--- config.mk ---
export PLATFORM = sky130hd
export DESIGN_NAME = uart_tx_queue_flat
export DESIGN_NICKNAME = d
export VERILOG_FILES = /design/src/rtl/uart_pkg.sv /design/src/rtl/uart_tx_queue_if.sv /design/src/rtl/uart_tx_queue_byte_fifo.sv /design/src/rtl/uart_tx_queue.sv /design/src/flat_wrapper.sv
export SDC_FILE = /design/constraint.sdc
export NUM_CORES = 1
export LEC_CHECK = 0
export ABC_AREA = 1
export CORE_MARGIN = 2
export CORE_UTILIZATION = 56
export CTS_CLUSTER_SIZE = 30
export DETAILED_ROUTE_END_ITERATION = 6
export PLACE_DENSITY = 0.79
export SYNTH_ARGS = -nofsm -noshare
export SYNTH_HDL_FRONTEND = slang
export SYNTH_SLANG_ARGS = --single-unit
--- constraint.sdc ---
create_clock -name clk -period 6.7 [get_ports clk]
set_input_delay 2.01 -clock clk [delete_from_list [all_inputs] [get_ports clk]]
set_output_delay 2.01 -clock clk [all_outputs]
set_load 0.01 [all_outputs]
--- src/rtl/uart_pkg.sv ---
// rtl/uart_pkg.sv - shared types and constants for the UART transmit queue
package uart_pkg;

    localparam int UART_TX_DEPTH = 16;

    typedef logic [7:0] byte_t;

    typedef enum logic [1:0] {
        S_IDLE,
        S_REQ,
        S_WAIT_START,
        S_WAIT_END
    } tx_state_t;

endpackage

--- src/rtl/uart_tx_queue_if.sv ---
// rtl/uart_tx_queue_if.sv - CPU write, transmitter handshake and interrupt signals of the transmit queue
interface uart_tx_queue_if;
    import uart_pkg::*;

    logic  w_req;
    byte_t w_data;
    logic  full;
    logic  overrun;
    logic  send_req;
    byte_t send_data;
    logic  busy;
    logic  irr_tx;
    logic  ack_tx;

    modport slave (
        input  w_req, w_data, busy, ack_tx,
        output full, overrun, send_req, send_data, irr_tx
    );

    modport master (
        output w_req, w_data, busy, ack_tx,
        input  full, overrun, send_req, send_data, irr_tx
    );
endinterface

--- src/rtl/uart_tx_queue_byte_fifo.sv ---
// rtl/uart_tx_queue_byte_fifo.sv - synchronous byte FIFO with registered count/full/empty
module byte_fifo
    import uart_pkg::*;
#(
    parameter int  DEPTH = UART_TX_DEPTH,
    localparam int AW    = $clog2(DEPTH)
) (
    input  logic          clk,
    input  logic          reset,
    input  logic          push,
    input  byte_t         din,
    input  logic          pop,
    output byte_t         dout,
    output logic [AW:0]   count,
    output logic          full,
    output logic          empty
);

    byte_t         mem_q [DEPTH];
    logic [AW-1:0] wr_ptr_q, wr_ptr_d;
    logic [AW-1:0] rd_ptr_q, rd_ptr_d;
    logic [AW:0]   count_q, count_d;
    logic          full_q, full_d;
    logic          empty_q, empty_d;
    logic          push_ok;
    logic          pop_ok;

    // Requests against a full or empty FIFO are ignored, never wrapped over.
    always_comb begin
        push_ok  = push && !full_q;
        pop_ok   = pop && !empty_q;
        wr_ptr_d = wr_ptr_q + AW'(push_ok);
        rd_ptr_d = rd_ptr_q + AW'(pop_ok);
        count_d  = count_q + (AW+1)'(push_ok) - (AW+1)'(pop_ok);
        full_d   = (count_d == (AW+1)'(DEPTH));
        empty_d  = (count_d == '0);
    end

    always_ff @(posedge clk or posedge reset) begin
        if (reset) begin
            wr_ptr_q <= '0;
            rd_ptr_q <= '0;
            count_q  <= '0;
            full_q   <= 1'b0;
            empty_q  <= 1'b1;
        end else begin
            wr_ptr_q <= wr_ptr_d;
            rd_ptr_q <= rd_ptr_d;
            count_q  <= count_d;
            full_q   <= full_d;
            empty_q  <= empty_d;
        end
    end

    always_ff @(posedge clk) begin
        if (push_ok) begin
            mem_q[wr_ptr_q] <= din;
        end
    end

    assign dout  = mem_q[rd_ptr_q];
    assign count = count_q;
    assign full  = full_q;
    assign empty = empty_q;

endmodule

--- src/rtl/uart_tx_queue.sv ---
// rtl/uart_tx_queue.sv - buffered UART transmit queue draining a FIFO through send_req/busy
// Optional drain-complete interrupt enabled by defining UART_TX_INTR_EN.
module uart_tx_queue
    import uart_pkg::*;
#(
    parameter int  DEPTH = UART_TX_DEPTH,
    localparam int AW    = $clog2(DEPTH)
) (
    input  logic            clk,
    input  logic            reset,
    uart_tx_queue_if.slave  bus
);

    tx_state_t   state_q, state_d;
    logic        send_req_q, send_req_d;
    byte_t       send_data_q, send_data_d;
    logic        overrun_q, overrun_d;
    logic        fifo_pop;
    byte_t       fifo_dout;
    logic [AW:0] fifo_count;
    logic        fifo_full;
    logic        fifo_empty;
    logic        push_ok;
    logic        drop;

    byte_fifo #(.DEPTH(DEPTH)) u_fifo (
        .clk   (clk),
        .reset (reset),
        .push  (bus.w_req),
        .din   (bus.w_data),
        .pop   (fifo_pop),
        .dout  (fifo_dout),
        .count (fifo_count),
        .full  (fifo_full),
        .empty (fifo_empty)
    );

    // full is registered, so a write in the cycle after the FIFO fills is dropped
    // even if the FSM pops in that same cycle.
    assign push_ok = bus.w_req && !fifo_full;
    assign drop    = bus.w_req && fifo_full;

    always_comb begin
        state_d     = state_q;
        send_req_d  = 1'b0;
        send_data_d = send_data_q;
        fifo_pop    = 1'b0;
        case (state_q)
            S_IDLE: begin
                if ((fifo_count != '0) && !bus.busy) begin
                    fifo_pop    = 1'b1;
                    send_data_d = fifo_dout;
                    send_req_d  = 1'b1;
                    state_d     = S_REQ;
                end
            end
            S_REQ:        state_d = S_WAIT_START;
            S_WAIT_START: if (bus.busy) state_d = S_WAIT_END;
            S_WAIT_END:   if (!bus.busy) state_d = S_IDLE;
            default:      state_d = S_IDLE;
        endcase
    end

    always_comb begin
        overrun_d = overrun_q;
        if (drop) begin
            overrun_d = 1'b1;
        end else if (bus.ack_tx) begin
            overrun_d = 1'b0;
        end
    end

    always_ff @(posedge clk or posedge reset) begin
        if (reset) begin
            state_q     <= S_IDLE;
            send_req_q  <= 1'b0;
            send_data_q <= 8'h00;
            overrun_q   <= 1'b0;
        end else begin
            state_q     <= state_d;
            send_req_q  <= send_req_d;
            send_data_q <= send_data_d;
            overrun_q   <= overrun_d;
        end
    end

    assign bus.full      = fifo_full;
    assign bus.overrun   = overrun_q;
    assign bus.send_req  = send_req_q;
    assign bus.send_data = send_data_q;

`ifdef UART_TX_INTR_EN
    logic irr_tx_q, irr_tx_d;
    logic drain_done;

    // Drained means the frame just ended, nothing is queued and nothing is arriving.
    always_comb begin
        drain_done = (state_q == S_WAIT_END) && !bus.busy && fifo_empty && !push_ok;
        irr_tx_d   = irr_tx_q;
        if (drain_done) begin
            irr_tx_d = 1'b1;
        end else if (bus.ack_tx) begin
            irr_tx_d = 1'b0;
        end
    end

    always_ff @(posedge clk or posedge reset) begin
        if (reset) begin
            irr_tx_q <= 1'b0;
        end else begin
            irr_tx_q <= irr_tx_d;
        end
    end

    assign bus.irr_tx = irr_tx_q;
`else
    logic unused_empty;
    assign unused_empty = fifo_empty;
    assign bus.irr_tx   = 1'b0;
`endif

endmodule

--- src/flat_wrapper.sv ---
// flat-port wrapper written by rule: the top's interface ports become plain ports
module uart_tx_queue_flat import uart_pkg::*;
#(
    parameter int  DEPTH = UART_TX_DEPTH,
    localparam int AW    = $clog2(DEPTH)
)
  (clk, reset, bus_w_req, bus_w_data, bus_busy, bus_ack_tx, bus_full, bus_overrun, bus_send_req, bus_send_data, bus_irr_tx);
  uart_tx_queue_if bus_i ();
  input  logic clk;
  input  logic reset;
  input wire logic [$bits(bus_i.w_req)-1:0] bus_w_req;
  input wire logic [$bits(bus_i.w_data)-1:0] bus_w_data;
  input wire logic [$bits(bus_i.busy)-1:0] bus_busy;
  input wire logic [$bits(bus_i.ack_tx)-1:0] bus_ack_tx;
  output wire logic [$bits(bus_i.full)-1:0] bus_full;
  output wire logic [$bits(bus_i.overrun)-1:0] bus_overrun;
  output wire logic [$bits(bus_i.send_req)-1:0] bus_send_req;
  output wire logic [$bits(bus_i.send_data)-1:0] bus_send_data;
  output wire logic [$bits(bus_i.irr_tx)-1:0] bus_irr_tx;
  assign bus_i.w_req = bus_w_req;
  assign bus_i.w_data = bus_w_data;
  assign bus_i.busy = bus_busy;
  assign bus_i.ack_tx = bus_ack_tx;
  assign bus_full = bus_i.full;
  assign bus_overrun = bus_i.overrun;
  assign bus_send_req = bus_i.send_req;
  assign bus_send_data = bus_i.send_data;
  assign bus_irr_tx = bus_i.irr_tx;
  uart_tx_queue #(.DEPTH(DEPTH)) u_core (.clk(clk), .reset(reset), .bus(bus_i));
endmodule
==> metrics.log <==
[metrics] global placer's final weighted congestion: 0.850
[metrics] cell depth of the worst hold path: 2
[metrics] ANT cells: 0
[metrics] Buffers & Inverters on Critical Path: 4
[metrics] antenna-violating nets left: 0
[metrics] area share of fa/ha/maj cells after synthesis: 0.0286
[metrics] Detailed Route WL: 14800 um
[metrics] transition time of the tightest slew-check pin: 1.14 ns
[metrics] buffers inserted by post-CTS timing repair: 0
[metrics] clock share of power: 0.282
[metrics] All-Layer GR Usage: 0.243
[metrics] part of the Yosys area used for sequential elements: 0.662
[metrics] number of instances in the placed design: 812
[metrics] count of max-cap constraint violations: 0
[metrics] Total Negative Setup Slacks: 0 ns
[metrics] largest net degree at the start of global routing: 67
[metrics] Worst-Skew Late Latency: 0.42 ns
[metrics] synthesis-to-layout area growth: 12.6%
[metrics] HPWL after DPL: 9400 um
[metrics] Longest Clk Path Bufs: 2
[metrics] number of iterations in the first detailed-routing pass: 6
[metrics] post-synthesis instance area: 0.00683 sq mm
[metrics] largest family of logic cells by synthesized area: simple AND/OR/NAND/NOR gates
[metrics] area share of and/or/nand/nor cells after synthesis: 0.204
[metrics] launch point of the worst hold path: u_core.bus.send_data[1]
[metrics] power share of the combinational group: 0.314
[metrics] Iteration-0 DRC Markers: 399
[metrics] cell leakage power: 3.40 nW
[metrics] count of pins on the block boundary: 25
[metrics] die area: 0.0131 sq mm
[metrics] layout cell share with drive strength beyond 1: 0.0545
[metrics] row count: 40
[metrics] Synth Register Bits: 155
[metrics] CP max-delay cell: clkdlybuf4s50_1
[metrics] number of warning messages in the yosys log: 0
[metrics] total internal power: 0.00215 W
[metrics] clock root buffer: clkbuf_16
[metrics] core utilization of the finished layout: 0.643
[metrics] R2R Path End: u_core.u_fifo.full
[metrics] Clock Sinks: 155
[metrics] power consumption: 0.00338 W
[metrics] share of the synthesized netlist area taken by xor and xnor gates: 0.0103
[metrics] sw frac: 0.363
[metrics] delay of the slowest cell on the worst path: 0.42 ns
[metrics] clock skew: 0.00786 ns
[metrics] Cell Chain, Critical Path: clkdlybuf4s50_1, inv_1, o21ai_1, nor2_2, inv_2, nor2_1, ha_1, inv_1, ha_1, fa_1, nand3_1, nand2_1, xor2_1, and3_1
[metrics] Post-CTS Resized: 0
[metrics] vias per inst: 5.44
[metrics] floorplan die width: 114 um
[metrics] multiplexer share of the synthesized area: 0
[metrics] area taken by multi-input logic gates: 0.00170 sq mm
[metrics] effective utilization at floorplan: 0.571
[metrics] relative slew slack: 0.241
[metrics] critical path endpoint category: flop
[metrics] storage element area: 0.00452 sq mm
[metrics] CTS tree: yes
[metrics] number of nets in the synthesized netlist: 694
[metrics] post-synthesis compound-gate area fraction: 0.00440
[metrics] DRC violations left: 0
[metrics] overflow left after global routing: 0
[metrics] final cell count without fillers: 844
[metrics] post-route fraction of the period consumed by the critical path: 0.646
[metrics] worst reg-to-reg setup slack: 3.71 ns
[metrics] Final Critical Period: 4.33 ns
[metrics] number of antenna violations at the first check in global routing: 0
[metrics] final worst hold slack: 0.491 ns
[metrics] worst IR drop on VDD: 0.000293 V
[metrics] share of power burned in registers: 0.404
[metrics] type of the most critical hold path: reg -> reg
[metrics] startpoint kind of the worst setup timing path: input pin
[metrics] startpoint of the worst-slack reg-to-reg timing path: u_core.u_fifo.count[2]
[metrics] startpoint-to-endpoint class of the critical path: in -> reg
[metrics] Arr. time, crit path: 4.69 ns
[metrics] wire length per cell after detailed routing: 17.5 um
[metrics] result of the run: completed
[metrics] unrepaired setup endpoints after global routing: false
[metrics] pwr dens: 439 mW/mm^2
[metrics] largest driver fanout on the critical path: 10
[metrics] vias in the first global route: 4470
[metrics] Core Footprint: 0.0120 sq mm
[metrics] worst path required time: 7.06 ns
[metrics] clock buffer count from CTS: 17
[metrics] end point of the most critical hold path: u_core.bus.send_data[1]
[metrics] via count: 4591
[metrics] maximum level of the CTS H-tree: 4
[metrics] number of buffers inserted for hold repair after clock tree synthesis: 0
[metrics] family with the most delay on the worst path: simple AND/OR/NAND/NOR gates
[metrics] Port Buffers: 23
[metrics] CTS clk-pin slew, worst paths: 0.06 ns
[metrics] endpoints failing setup: 0
[metrics] highest clock frequency the design can meet: 231 MHz
[metrics] global-route wire length before repair: 22900 um
[metrics] net count of the finished layout: 712
[metrics] Final Hold Viols: 0
[metrics] Filler Cells Inserted: 922
[metrics] post-synthesis instance total: 666
[metrics] die extent in y: 114 um
[metrics] fin. max-slew vios: 0
[metrics] average footprint of a synthesized cell: 10.3 sq um
[metrics] number of library cell types mapped by synthesis: 23
[metrics] P_sw: 0.00123 W
[metrics] length in cells of the worst reg-to-reg path: 15
## power groups by stage
stage	sequential (W)	combinational, W	clock (W)
after global routing	0.00138	0.00117	0.00101
final	0.00136	0.00106	0.000954
after detailed placement	0.00138	0.00104	0
after global placement	0.00137	0.00100	0
after floorplan	0.00129	0.000816	0
after CTS	0.00136	0.00105	0.000964
## through the flow
| stage | setup slack, ns | cell area, sq um |
|---|---|---|
| 4_1_cts | 2.44 | 7690 |
| 3_3_place_gp | 2.13 | 7090 |
| 3_5_place_dp | 2.01 | 7090 |
| 5_1_grt | 2.15 | 7690 |
| 6_report | 2.37 | 7690 |
| 2_1_floorplan | 2.74 | 6830 |
## kinds of logic after synthesis
kind of cell	after synthesis
other cells	1
fa+ha+maj	15
buf+inv	145
xor+xnor	8
flops	155
compound gates	6
simple gates	336
## cell type report
class | count | area share
flip-flops and latches | 155 | 0.588
well taps | 147 | 0.0239
multi-input cells | 366 | 0.220
clock buffers | 17 | 0.0553
inverters | 120 | 0.0586
clock inverters | 15 | 0.0228
repair buffers | 24 | 0.0309
## registers in the layout, indices dropped and copies added, names as in the netlist
signal	flops
u_core.bus.send_req	1
u_core.u_fifo.full	1
u_core.u_fifo.count	5
u_core.bus.overrun	1
u_core.u_fifo.wr_ptr_q	4
u_core.u_fifo.rd_ptr_q	4
u_core.state_q	2
u_core.u_fifo.mem_q	128
u_core.u_fifo.empty	1
u_core.bus.send_data	8
## worst max-delay path by stage
stage | from | endpoint | slack [ns] | cells past startpoint
after floorplan | bus_busy | u_core.u_fifo.full | 2.74 | 11
after global routing | bus_busy | u_core.u_fifo.full | 2.15 | 14
final | bus_busy | u_core.u_fifo.full | 2.37 | 14
after detailed placement | bus_busy | u_core.u_fifo.full | 2.01 | 14
after global placement | bus_busy | u_core.u_fifo.full | 2.13 | 12
after CTS | bus_busy | u_core.u_fifo.full | 2.44 | 14
## cells in the mapped netlist
cell type	n	area share
nand3_1	103	0.075
nor3_1	1	0.00073
o21ai_1	1	0.00073
inv_1	116	0.064
and3_1	1	0.00092
fa_1	1	0.0029
dfstp_2	1	0.0038
buf_2	16	0.012
clkinv_1	1	0.00055
nand2_1	208	0.11
a21oi_1	2	0.0015
o21ai_0	3	0.0022
xnor2_1	1	0.0013
ha_1	14	0.026
conb_1	1	0.00055
dfrtp_1	26	0.095
inv_2	3	0.0016
buf_6	4	0.0066
nor2_2	1	0.00092
xor2_1	7	0.0090
buf_4	5	0.0055
edfxtp_1	128	0.56
nor2_1	22	0.012
## layout by cell type (no fill, tap or decap), types with 2 or more instances in the layout
cell type,n
inv_2,3
nand3_1,103
clkdlybuf4s50_1,23
a21oi_1,2
xor2_1,7
clkbuf_16,17
bufinv_16,3
edfxtp_1,128
nand2_1,208
nor2_1,22
clkinv_2,3
ha_1,14
clkinv_1,2
clkinv_4,4
o21ai_0,3
dfrtp_1,25
inv_1,116
clkinvlp_4,3
## tightest hold or removal path, delay by kind of cell, from the launching register on
| kind | cells | cell delay, ns |
|---|---|---|
| and+or+nand+nor | 2 | 0.12 |
| DFF | 1 | 0.34 |
## metal layers
metal  GRT usage  up-vias  wire, um
li1            -     2171         -
met1       0.315     2223      5920
met2       0.405      169      7550
met3      0.0482       28       986
met4      0.0992        0       318
met5           0        -         0
Power figures use the tool's default switching activity.
